$ cat src/rtl/player_move_ctrl.sv
// ---------------------------------------------------------------------------------------------
// player_move_ctrl
//
// Per-frame motion controller for the player sprite. Once per video frame it applies horizontal
// walking from the left/right keys and runs a small jump/fall state machine driven by the jump
// key and the collision flag. Produces the top-left corner of the player draw object.
//
// Position and vertical velocity are kept as signed 32-bit fixed point with 6 fraction bits;
// the pixel outputs are taken straight from the position registers (pos >>> 6, low 11 bits).
//
// Ports:
//   clk           in   1   VGA clock
//   resetN        in   1   asynchronous, active-low reset
//   startOfFrame  in   1   one-cycle pulse per frame; positions update on the edge ending it
//   leftKey       in   1   walk left (level)
//   rightKey      in   1   walk right (level)
//   jumpKey       in   1   jump request (level)
//   collision     in   1   player/obstacle overlap pixel, may pulse in any cycle
//   topLeftX      out  11  player X, integer pixels
//   topLeftY      out  11  player Y, integer pixels (wraps when above the screen)
//   state         out  2   0=GROUND 1=JUMP 2=FALL
//   onGround      out  1   state == GROUND
//
// Build option:
//   PLAYER_WRAP_X_EN  when defined, walking off either horizontal edge wraps to the other edge
//                     instead of clamping. Vertical behaviour is the same in both builds.
// ---------------------------------------------------------------------------------------------
module player_move_ctrl #(
    parameter int INIT_X   = 280,   // reset X position, pixels
    parameter int FLOOR_Y  = 400,   // floor line, pixels
    parameter int OBJ_W    = 32,    // player width, pixels
    parameter int OBJ_H    = 32,    // player height, pixels
    parameter int SCREEN_W = 640,   // visible width, pixels
    parameter int SPEED_X  = 128,   // walk speed, 1/64 px per frame
    parameter int JUMP_VY  = -384,  // initial jump velocity, 1/64 px per frame
    parameter int GRAVITY  = 16,    // vy increment per frame, 1/64 px
    parameter int MAX_VY   = 640    // fall speed saturation, 1/64 px per frame
) (
    input  logic        clk,
    input  logic        resetN,
    input  logic        startOfFrame,
    input  logic        leftKey,
    input  logic        rightKey,
    input  logic        jumpKey,
    input  logic        collision,
    output logic [10:0] topLeftX,
    output logic [10:0] topLeftY,
    output logic [1:0]  state,
    output logic        onGround
);

    // Fixed-point limits (6 fraction bits)
    localparam int XMaxFx   = (SCREEN_W - OBJ_W) * 64;
    localparam int FloorFx  = (FLOOR_Y - OBJ_H) * 64;
    localparam int InitXFx  = INIT_X * 64;

    typedef enum logic [1:0] {
        StGround = 2'd0,
        StJump   = 2'd1,
        StFall   = 2'd2
    } state_e;

    state_e             state_q, state_d;
    logic signed [31:0] pos_x_q, pos_x_d;
    logic signed [31:0] pos_y_q, pos_y_d;
    logic signed [31:0] vy_q, vy_d;
    logic               coll_q, coll_d;

    logic               coll_seen;
    logic signed [31:0] x_step;
    logic signed [31:0] x_next;
    logic signed [31:0] y_sum;
    logic signed [31:0] vy_sum;
    logic signed [31:0] vy_sat;

    // ---------------------------------------------------------------------------------------
    // Collision latch: any collision cycle since the last update is remembered. A collision in
    // the pulse cycle itself is folded in through coll_seen and the latch is cleared on that
    // same edge, so it counts for exactly one update.
    // ---------------------------------------------------------------------------------------
    assign coll_seen = coll_q | collision;
    assign coll_d    = startOfFrame ? 1'b0 : coll_seen;

    // ---------------------------------------------------------------------------------------
    // Horizontal step and edge handling
    // ---------------------------------------------------------------------------------------
    always_comb begin
        x_step = pos_x_q;
        if (leftKey && !rightKey) begin
            x_step = pos_x_q - SPEED_X;
        end else if (rightKey && !leftKey) begin
            x_step = pos_x_q + SPEED_X;
        end
    end

`ifdef PLAYER_WRAP_X_EN
    always_comb begin
        x_next = x_step;
        if (x_step < 0) begin
            x_next = XMaxFx;
        end else if (x_step > XMaxFx) begin
            x_next = '0;
        end
    end
`else
    always_comb begin
        x_next = x_step;
        if (x_step < 0) begin
            x_next = '0;
        end else if (x_step > XMaxFx) begin
            x_next = XMaxFx;
        end
    end
`endif

    // ---------------------------------------------------------------------------------------
    // Vertical arithmetic shared by the JUMP and FALL states
    // ---------------------------------------------------------------------------------------
    assign y_sum  = pos_y_q + vy_q;
    assign vy_sum = vy_q + GRAVITY;
    assign vy_sat = (vy_sum > MAX_VY) ? MAX_VY : vy_sum;

    // ---------------------------------------------------------------------------------------
    // Next-state logic; everything holds unless this is the pulse cycle.
    // ---------------------------------------------------------------------------------------
    always_comb begin
        state_d = state_q;
        pos_x_d = pos_x_q;
        pos_y_d = pos_y_q;
        vy_d    = vy_q;

        if (startOfFrame) begin
            pos_x_d = x_next;

            case (state_q)
                StGround: begin
                    // Take-off frame: velocity is loaded but Y does not move yet
                    if (jumpKey) begin
                        vy_d    = JUMP_VY;
                        state_d = StJump;
                    end else begin
                        vy_d = '0;
                    end
                end

                StJump: begin
                    if (coll_seen) begin
                        // Head bump: stop rising, start falling from where we are
                        vy_d    = '0;
                        state_d = StFall;
                    end else begin
                        pos_y_d = y_sum;
                        vy_d    = vy_sum;
                        if (vy_sum >= 0) begin
                            state_d = StFall;
                        end
                    end
                end

                StFall: begin
                    if (y_sum >= FloorFx) begin
                        // Never go below the floor; snap onto it
                        pos_y_d = FloorFx;
                        vy_d    = '0;
                        state_d = StGround;
                    end else if (coll_seen && (vy_q > 0)) begin
                        // Landed on an obstacle: stay at the current height
                        vy_d    = '0;
                        state_d = StGround;
                    end else begin
                        pos_y_d = y_sum;
                        vy_d    = vy_sat;
                    end
                end

                default: begin
                    state_d = StGround;
                    vy_d    = '0;
                end
            endcase
        end
    end

    // ---------------------------------------------------------------------------------------
    // State registers
    // ---------------------------------------------------------------------------------------
    always_ff @(posedge clk or negedge resetN) begin
        if (!resetN) begin
            state_q <= StGround;
            pos_x_q <= InitXFx;
            pos_y_q <= FloorFx;
            vy_q    <= '0;
            coll_q  <= 1'b0;
        end else begin
            state_q <= state_d;
            pos_x_q <= pos_x_d;
            pos_y_q <= pos_y_d;
            vy_q    <= vy_d;
            coll_q  <= coll_d;
        end
    end

    // ---------------------------------------------------------------------------------------
    // Outputs come directly from the registers, so reset is visible without a clock edge.
    // ---------------------------------------------------------------------------------------
    assign topLeftX = pos_x_q[16:6];
    assign topLeftY = pos_y_q[16:6];
    assign state    = state_q;
    assign onGround = (state_q == StGround);

endmodule
$ cat config.mk
export PLATFORM = sky130hd
export DESIGN_NAME = player_move_ctrl
export DESIGN_NICKNAME = d
export VERILOG_FILES = /design/src/rtl/player_move_ctrl.sv
export SDC_FILE = /design/constraint.sdc
export NUM_CORES = 1
export LEC_CHECK = 0
export ABC_CLOCK_PERIOD_IN_PS = 3800
export BUFFER_PORTS_ARGS = -buffer_cell sky130_fd_sc_hd__buf_4
export CORE_MARGIN = 2
export CORE_UTILIZATION = 30
export DETAILED_ROUTE_END_ITERATION = 8
export SYNTH_ARGS = -nofsm -noshare
export SYNTH_HDL_FRONTEND = slang
export SYNTH_SLANG_ARGS = --single-unit
export TNS_END_PERCENT = 30
$ cat constraint.sdc
create_clock -name clk -period 3.8 [get_ports clk]
set_clock_uncertainty 0.05 [all_clocks]
set_input_delay 0.19 -clock clk [delete_from_list [all_inputs] [get_ports clk]]
set_output_delay 0.19 -clock clk [all_outputs]
set_load 0.01 [all_outputs]
==> results of run 1 <==
[worst max-delay path, delay by kind of cell (launching register included)]
| family | cells | cell delay, ns |
|---|---|---|
| and+or+nand+nor | 5 | 1.47 |
| AOI/OAI and AO/OA | 6 | 1.34 |
| DFF | 1 | 0.44 |
| adders and majority gates | 1 | 0.32 |
| buffers and inverters | 1 | 0.17 |
[cell families after synthesis]
family,synth area share
and+or+nand+nor,0.2989
AOI/OAI and AO/OA,0.2275
buffers and inverters,0.06664
DFF,0.2906
xor gates and xnor gates,0.04948
adders and majority gates,0.05385
muxes,0.01245
other,0.0005044
[registers in the layout, indices dropped and copies added (netlist names)]
name / count
coll_q: 1
pos_x_q: 24
state: 2
vy_q: 28
pos_y_q: 31
[cell usage in the layout (no fill, tap or decap), drive strengths merged, types with 15 or more instances in the layout]
| cell type | synthesis | layout |
|---|---|---|
| buf | 43 | 169 |
| nand2 | 102 | 102 |
| dfrtp | 79 | 79 |
| a21oi | 70 | 70 |
| nor2 | 63 | 63 |
| o21ai | 52 | 52 |
| nand3 | 51 | 51 |
| nand4 | 33 | 33 |
| ha | 32 | 32 |
| nor3 | 29 | 29 |
| nor2b | 29 | 29 |
| inv | 23 | 28 |
| xnor2 | 23 | 23 |
| nor4 | 21 | 21 |
| xor2 | 19 | 19 |
| a22o | 15 | 15 |
[area by class of cell]
cell class | instances | area (um2)
fill | 2479 | 14920
inverter | 23 | 86.33
sequential | 86 | 2171
timing repair buffer | 171 | 1379
tap | 324 | 405.4
clock buffer | 9 | 225.2
multi-input combinational | 751 | 5049
clock inverter | 7 | 86.33
[repair_timing]
| item | in CTS | in global routing |
|---|---|---|
| resized for setup | 15 | 51 |
| pin swaps | 3 | 5 |
| hold buffers | 1 | 0 |
| gates cloned | 0 | 1 |
| buffers inserted | 1 | 6 |
| hold endpoints to repair | 42 | 0 |
| endpoints found under the setup margin | 37 | 59 |
[metrics by stage]
stage                     instances  utilization  cell area (um2)  total power (W)  setup slack, ns
final                          1371       0.3866             9402         0.006753         -0.08080
after global routing           1371       0.3866             9402         0.007209          -0.1891
after CTS                      1364       0.3734             9080         0.006489         -0.02092
after detailed placement       1346       0.3574             8691         0.005455         -0.08801
after global placement         1346       0.3574             8691         0.005407         -0.04886
after floorplan                 936            -             7438         0.003904          0.09444
[power breakdown]
part,internal [W],switching [W]
Combinational,0.00196,0.00228
Clock,0.000528,0.000450
Sequential,0.00120,0.000328
[per-layer routing]
layer | track usage | vias up | routed length (um) | share of wire
met5 | 0 | - | 0 | 0
met4 | 0.04992 | 0 | 382 | 0.016
met3 | 0.02619 | 34 | 1012 | 0.043
met2 | 0.2890 | 198 | 10960 | 0.47
met1 | 0.2477 | 3634 | 11130 | 0.47
li1 | - | 3695 | - | -
[final timing paths]
check | end | slack (ns)
max | vy_q[6]$_DFFE_PN0P_ | -0.08
min | coll_q$_DFF_PN0_ | 0.07
max reg2reg | vy_q[6]$_DFFE_PN0P_ | -0.08
min reg2reg | pos_y_q[31]$_DFFE_PN0P_ | 0.44
max in group asynchronous | pos_x_q[14]$_DFFE_PN1P_ | 2.31
min in group asynchronous | pos_y_q[13]$_DFFE_PN0P_ | 0.48
==> flow_summary.toml, run 1 <==
[critical_path]
worstPathCellList = "ha_1, a21oi_1, o21ai_1, a221o_1, a21o_1, or3_1, and2_1, or3_1, or4_4, a21oi_4, buf_12, nand2b_1, a31oi_1"
startpoint_type = "flop"
cp.required_ns = 4.01
path_max_fanout = 7
worstSetupStartpoint = "vy_q[23]$_DFFE_PN0P_"
ff2ff_path_depth = 13
worst-setup-path-type = "reg -> reg"
crit_slowest_cell = "or4_4"
endpoint_kind = "flop"
rr_startpoint = "vy_q[23]$_DFFE_PN0P_"
slowest_delay_ns = 0.55
worstPathArrival_ns = 4.09
crit_path_frequent_cell = "or3_1"

[cts]
h-tree-depth = 3
cts-root-buf = "clkbuf_16"
clock-sinks = 86
clk_latency_ns = 0.36
cts_buffer_depth = 2
cts_made_buffers = 9
cts_tree = "built"
clk_pin_slew_worst_paths_ns = 0.07

[route]
ant_nets = 0
drc = 0
first_pass_iters = 6
first_iter_violations = 668
num_vias = 7561
viasPerCell = 5.515
wl_per_cell_um = 17.13
wirelength_mm = 23.49

[power]
powerDensity_mw_per_mm2 = 718.3
ir_drop_uv = 289.1
leakagePower_nw = 3.996

[timing]
setup-tns-final_ns = -0.7478
rsz0062_at_grt = "yes"
fmax_mhz = 257.7
post-route-min-period_ns = 3.881
worst_pin_slew_ns = 1.009
fin_hold_ws_ns = 0.06638
hold_viol_final = 0
setup_viol = 17
worst_slack_ns = -0.08080
finalCritPeriodShare = 1.021
maxSlewHeadroom = 0.3273
slew_viol_final = 0

[yosys]
synth_ff_type = "dfrtp_1"
yosysMostFrequentCell = "nand2_1"
yosysTopAreaCell = "dfrtp_1"
syn_area_per_cell_um2 = 7.951
synth_warnings = 0
yosysSeqAreaShare = 0.2906
synth-seq-cells = 86
synthCells = 935
syn-cell-area_mm2 = 0.007435
synthTopCellsByCount = "102 x nand2_1, 79 x dfrtp_1, 69 x a21oi_1"
async_flop_share = 1.000
synth_top_area_share = 0.2659
synth_area_leaders = "dfrtp_1 27%, ha_1 5.4%, nand2_1 5.1%"
yosys.cell_types.count = 81
synth_edf_count = 0

[floorplanning]
fp-row-count = 57
die_w_um = 161.4
start_util = 0.3057
die_h_um = 161.4
core_area_mm2 = 0.02432
die_area_mm2 = 0.02606
pin_count = 32

[global_route]
grt_max_degree = 73
grt_first_pass_wirelength_mm = 37.56
grt-ovfl-total = 0
grt_pass1_vias = 7058
antenna_found_initial = 0
grt_usage = 0.1785

[place]
place_congestion = 0.9032
io_buffers = 30
dp_hpwl_mm = 17.50

[min_path]
hp-class = "in -> reg"
hold_depth = 3
min_from = "collision"

[run]
cap_violations = 0

[layout]
finalNetCount = 1081
area_delta_synth_final_pct = 26.46
post_route_cells_drive_above_1_share = 0.2502
n_antenna_cell = 0

[outcome]
status = "finished with violations"
violations = "negative setup slack"
(Power assumes the default switching activity.)
==> inputs of run 2 (changes only) <==
Settings changed: ABC_AREA set to 1.
==> run 2 against run 1 <==
Net effect:
- the run now ends clean
- sequential share of layout area is 1.2 points higher
- synthesized cell count is 44% higher
- critical path type unchanged
- register-to-register slack better by 0.60 ns
==> flow_summary.toml, run 2 <==
[floorplanning]
pin_count = 32
die_h_um = 168.9
fp-row-count = 60
die_area_mm2 = 0.02854
die_w_um = 168.9
start_util = 0.3045
core_area_mm2 = 0.02680

[yosys]
synthTopCellsByCount = "492 x nand2_1, 170 x inv_1, 167 x nor2_1"
synth_warnings = 0
synthCells = 1350
yosys.cell_types.count = 44
synth_area_leaders = "dfrtp_1 24%, nand2_1 23%, inv_1 7.8%"
synth_top_area_share = 0.2423
synth_ff_type = "dfrtp_1"
syn-cell-area_mm2 = 0.008160
yosysSeqAreaShare = 0.2648
async_flop_share = 1.000
synth-seq-cells = 86
yosysMostFrequentCell = "nand2_1"
syn_area_per_cell_um2 = 6.045
synth_edf_count = 0
yosysTopAreaCell = "dfrtp_1"

[route]
viasPerCell = 4.801
ant_nets = 0
num_vias = 8162
drc = 0
wl_per_cell_um = 13.73
first_pass_iters = 5
first_iter_violations = 607
wirelength_mm = 23.35

[cts]
cts-root-buf = "clkbuf_16"
clk_pin_slew_worst_paths_ns = 0.07
clk_latency_ns = 0.36
cts_tree = "built"
cts_made_buffers = 9
h-tree-depth = 3
cts_setup_buffers = 0
clock-sinks = 86
cts_buffer_depth = 2

[timing]
hold_viol_final = 0
fmax_mhz = 304.5
slew_viol_final = 0
setup_viol = 0
rsz0062_at_grt = "no"
finalCritPeriodShare = 0.8642
maxSlewHeadroom = 0.3958
post-route-min-period_ns = 3.284
setup-tns-final_ns = 0
worst_pin_slew_ns = 0.9041

[layout]
final_common_cell = "nand2_1"
final_cell_mix = "492 x nand2_1, 170 x inv_1, 167 x nor2_1, 118 x nand3_1, 79 x dfrtp_1"
area_delta_synth_final_pct = 9.230
fill_cells = 2887
finalNetCount = 1393
largest_reg_flops = 31
top_regs = "pos_y_q (31), vy_q (28), pos_x_q (24)"
register_area_mm2 = 0.002161
post_route_cells_drive_above_1_share = 0.09124
top_register = "pos_y_q"
multi_input_area_mm2 = 0.005022
n_antenna_cell = 0

[critical_path]
startpoint_type = "flop"
slowest_delay_ns = 0.56
path_max_fanout = 56
worstPathArrival_ns = 3.47
cp.required_ns = 3.98
worst-setup-path-type = "reg -> reg"
crit_path_frequent_cell = "nand2_1"
endpoint_kind = "flop"
worstPathCellList = "ha_1, nand2_1, inv_1, nand2_1, nand3_2, nand2_1, nand2_1, nand2_1, nand2_1, nand2_1, nand2_1, nor2_1, nand2_1, nor2_1, nand2_1, nand3_2, nand2_2, nand2_2, buf_12, o21ai_0"
crit_slowest_cell = "dfrtp_1"

[place]
place_congestion = 0.9544
io_buffers = 30
dp_hpwl_mm = 18.20

[global_route]
grt_first_pass_wirelength_mm = 38.62
antenna_found_initial = 0
grt_usage = 0.1680
grt_pass1_vias = 7606
grt_max_degree = 67
grt-ovfl-total = 0

[power]
powerDensity_mw_per_mm2 = 618.0
p_total_w = 0.005509
leakagePower_nw = 4.759
ir_drop_uv = 284.1

[min_path]
hp-class = "in -> reg"

[run]
cap_violations = 0

[outcome]
status = "finished, final reports clean"
run 2: cell count changes after synthesis, moves of 17 or more:
cell / previous run / this run
o21ai_2: 0 / 17
nor2b_1: 29 / 0
clkbuf_1: 33 / 14
nand2_2: 0 / 17
xnor2_1: 23 / 5
a21oi_1: 69 / 33
nor2_1: 63 / 167
nand3_1: 51 / 118
nand2_1: 102 / 492
inv_1: 23 / 170
nor4_1: 18 / 1
run 2: repair_timing:
item | CTS | global route
setup endpoints to repair | 0 | 2
hold buffers | 1 | 0
hold endpoints to repair | 58 | 0
gates resized for setup | 0 | 1
run 2: cell type report:
type | count | share of cell area
multi-input combinational | 1041 | 0.5634
sequential | 86 | 0.2424
inverter | 174 | 0.07327
tap | 341 | 0.04787
timing repair buffer | 42 | 0.03706
clock buffer | 9 | 0.02527
clock inverter | 7 | 0.01067
run 2: path summary, 6_finish.rpt:
| check | startpoint | endpoint | cells past startpoint | slack, ns |
|---|---|---|---|---|
| worst max-delay path | vy_q[6]$_DFFE_PN0P_ | pos_y_q[30]$_DFFE_PN0P_ | 20 | 0.52 |
| worst min-delay path | collision | coll_q$_DFF_PN0_ | 3 | 0.06 |
| worst max register to register | vy_q[6]$_DFFE_PN0P_ | pos_y_q[30]$_DFFE_PN0P_ | 20 | 0.52 |
| min in group asynchronous | resetN | pos_x_q[7]$_DFFE_PN0P_ | 2 | 0.45 |
| worst min register to register | pos_y_q[14]$_DFFE_PN1P_ | pos_y_q[14]$_DFFE_PN1P_ | 2 | 0.43 |
| max in group asynchronous | resetN | vy_q[24]$_DFFE_PN0P_ | 3 | 2.44 |
run 2: metrics by stage:
step	cell area, um2	utilization	cells	setup WS, ns	hold WS, ns
detailed placement	8578	0.3201	1683	0.4378	0.3361
global route	8914	0.3326	1700	0.1618	0.08075
global placement	8578	0.3201	1683	0.5004	0.3448
floorplan	8164	-	1351	1.231	-0.1556
finish	8914	0.3326	1700	0.5159	0.06406
CTS	8909	0.3324	1700	0.4150	0.06908
run 2: kinds of logic (layout without fill, tap and decap cells):
group                    Yosys count  count (layout)  synth area share
AND/OR/NAND/NOR                  865             865            0.4453
buffers and inverters            224             232            0.1213
AO/OA/AOI/OAI                    107             107           0.08065
flip-flops                        86              86            0.2648
XOR/XNOR                          35              35           0.03848
adder cells (fa/ha/maj)           32              32           0.04906
other                              1               2         0.0004595
run 2: where the power goes:
group / switching, W / internal, W / leakage, nW
registers: 0.000339 / 0.00117 / 1.13
clock network: 0.000407 / 0.000579 / 0.156
logic: 0.00195 / 0.00106 / 3.47
total: 0.00270 / 0.00281 / 4.76
run 2: layer usage:
metal	wire, um	GRT usage	part of all wire	up-vias
met1	11370	0.2358	0.49	3686
li1	-	-	-	4230
met5	0	0	0	-
met4	544	0.05097	0.023	0
met2	10230	0.2651	0.44	213
met3	1209	0.02712	0.052	33
run 2: worst max-delay path, delay by kind of cell, from the launching register on:
family | cells | cell delay, ns
buffers and inverters | 2 | 0.33
AND/OR/NAND/NOR | 16 | 1.70
adder cells (fa/ha/maj) | 1 | 0.36
flip-flops | 1 | 0.56
AO/OA/AOI/OAI | 1 | 0.13
==> inputs of run 3 (changes only) <==
Settings changed: CTS_BUF_LIST set to sky130_fd_sc_hd__clkbuf_8.
==> run 3 against run 2 <==
Net effect:
- clock power down 24%
- critical path type unchanged
- final cell count stayed put
- sequential share of layout area rose by 0.28 points
==> flow_summary.toml, run 3 (same netlist as run 2, synthesis figures left out) <==
[outcome]
status = "finished, final reports clean"

[power]
p_switching_w = 0.002670
p_seq_frac = 0.286
ir_drop_uv = 281.1
leakagePower_nw = 4.713
power_frac_comb = 0.572
powerDensity_mw_per_mm2 = 598.3
p_total_w = 0.005272
p_clk_frac = 0.142
p_sw_frac = 0.5064
internal_power_w = 0.002602

[layout]
post_route_cells_drive_above_1_share = 0.09124
n_antenna_cell = 0
final_cell_mix = "492 x nand2_1, 170 x inv_1, 167 x nor2_1, 118 x nand3_1, 79 x dfrtp_1"
final_common_cell = "nand2_1"
largest_reg_flops = 31
finalNetCount = 1393
top_regs = "pos_y_q (31), vy_q (28), pos_x_q (24)"
final_core_util = 0.3288
top_register = "pos_y_q"
area_delta_synth_final_pct = 7.988

[critical_path]
path_max_fanout = 56
rr_startpoint = "vy_q[6]$_DFFE_PN0P_"
startpoint_type = "flop"
worst-setup-path-type = "reg -> reg"
endpoint_kind = "flop"
worstPathArrival_ns = 3.51
ff2ff_path_depth = 20
r2r_slack_ns = 0.51
reg2reg_to = "pos_y_q[30]$_DFFE_PN0P_"
cp.required_ns = 4.01

[floorplanning]
die_area_mm2 = 0.02854
fp-row-count = 60
core_area_mm2 = 0.02680
die_h_um = 168.9
start_util = 0.3045
pin_count = 32
die_w_um = 168.9

[cts]
cts_made_buffers = 9
cts-root-buf = "clkbuf_8"
h-tree-depth = 3
clock-sinks = 86
cts_setup_buffers = 0
cts_buffer_depth = 2
clk_latency_ns = 0.39
clk_pin_slew_worst_paths_ns = 0.10
cts_tree = "built"

[timing]
post-route-min-period_ns = 3.293
hold_viol_final = 0
fin_hold_ws_ns = 0.03137
setup-tns-final_ns = 0
setup_viol = 0
fmax_mhz = 303.7
slew_viol_final = 0
finalCritPeriodShare = 0.8665
rsz0062_at_grt = "no"
worst_pin_slew_ns = 0.9032
maxSlewHeadroom = 0.3964
worst_slack_ns = 0.5072

[run]
cap_violations = 0

[min_path]
min_from = "collision"
min_to = "coll_q$_DFF_PN0_"
hp-class = "in -> reg"
hold_depth = 3

[route]
wl_per_cell_um = 13.70
first_pass_iters = 5
drc = 0
ant_nets = 0
viasPerCell = 4.795
wirelength_mm = 23.30
num_vias = 8151
first_iter_violations = 626

[place]
place_congestion = 0.9544
post-place-ws_ns = 0.4378
dp_hpwl_mm = 18.20
io_buffers = 30

[global_route]
grt_pass1_vias = 7591
grt_max_degree = 67
antenna_found_initial = 0
grt_usage = 0.1677
grt_first_pass_wirelength_mm = 38.58
grt-ovfl-total = 0
run 3: cell counts in the layout (fill, tap and decap cells not counted):
Identical to the previous run, type by type.
run 3: layer usage:
layer  part of all wire  global-route usage  vias up
met5                  0                   0        -
met4              0.027             0.06522        0
met3              0.045             0.01987       36
met2               0.44              0.2621      207
met1               0.49              0.2364     3687
li1                   -                   -     4221
run 3: power groups by stage:
stage                     clock [W]  sequential (W)  combinational (W)
after floorplan                   0         0.00140            0.00235
after global placement            0         0.00152            0.00297
after detailed placement          0         0.00152            0.00299
after CTS                  0.000777         0.00151            0.00300
after global routing       0.000808         0.00154            0.00342
final                      0.000747         0.00151            0.00302
run 3: how the worst max path moves through the flow:
| stage | start | depth (start not counted) | to |
|---|---|---|---|
| final | vy_q[6]$_DFFE_PN0P_ | 20 | pos_y_q[30]$_DFFE_PN0P_ |
| after global routing | vy_q[22]$_DFFE_PN0P_ | 17 | vy_q[21]$_DFFE_PN0P_ |
| after CTS | vy_q[6]$_DFFE_PN0P_ | 20 | vy_q[26]$_DFFE_PN0P_ |
| after detailed placement | vy_q[6]$_DFFE_PN0P_ | 20 | vy_q[26]$_DFFE_PN0P_ |
| after global placement | vy_q[6]$_DFFE_PN0P_ | 20 | vy_q[29]$_DFFE_PN0P_ |
| after floorplan | pos_y_q[10]$_DFFE_PN1P_ | 21 | pos_y_q[16]$_DFFE_PN0P_ |
run 3: timing repair:
action / in CTS / in global routing
hold endpoints to repair: 58 / 0
gates resized for setup: 0 / 1
hold buffers: 1 / 0
endpoints found under the setup margin: 0 / 3
run 3: per-stage QoR:
stage	instance area (um2)	std cells
2_1_floorplan	8164	1351
5_1_grt	8812	1700
3_3_place_gp	8578	1683
6_report	8812	1700
3_5_place_dp	8578	1683
4_1_cts	8807	1700
run 3: final cells by class:
type / count / area [um2]
Clock buffer: 9 / 123.9
Fill cell: 2904 / 17990
Clock inverter: 7 / 95.09
Timing Repair Buffer: 42 / 330.3
Tap cell: 341 / 426.7
Sequential cell: 86 / 2161
Multi-Input combinational cell: 1041 / 5022
Inverter: 174 / 653.1
run 3: critical path, stage by stage, from the launching register on:
cell     delay, ns
dfrtp_1       0.57
ha_1          0.36
nand2_1       0.14
inv_1         0.05
nand2_1       0.07
nand3_2       0.11
nand2_1       0.11
nand2_1       0.14
nand2_1       0.12
nand2_1       0.05
nand2_1       0.06
nand2_1       0.07
nor2_1        0.18
nand2_1       0.08
nor2_1        0.11
nand2_1       0.14
nand3_2       0.11
nand2_2       0.10
nand2_2       0.10
buf_12        0.28
o21ai_0       0.13
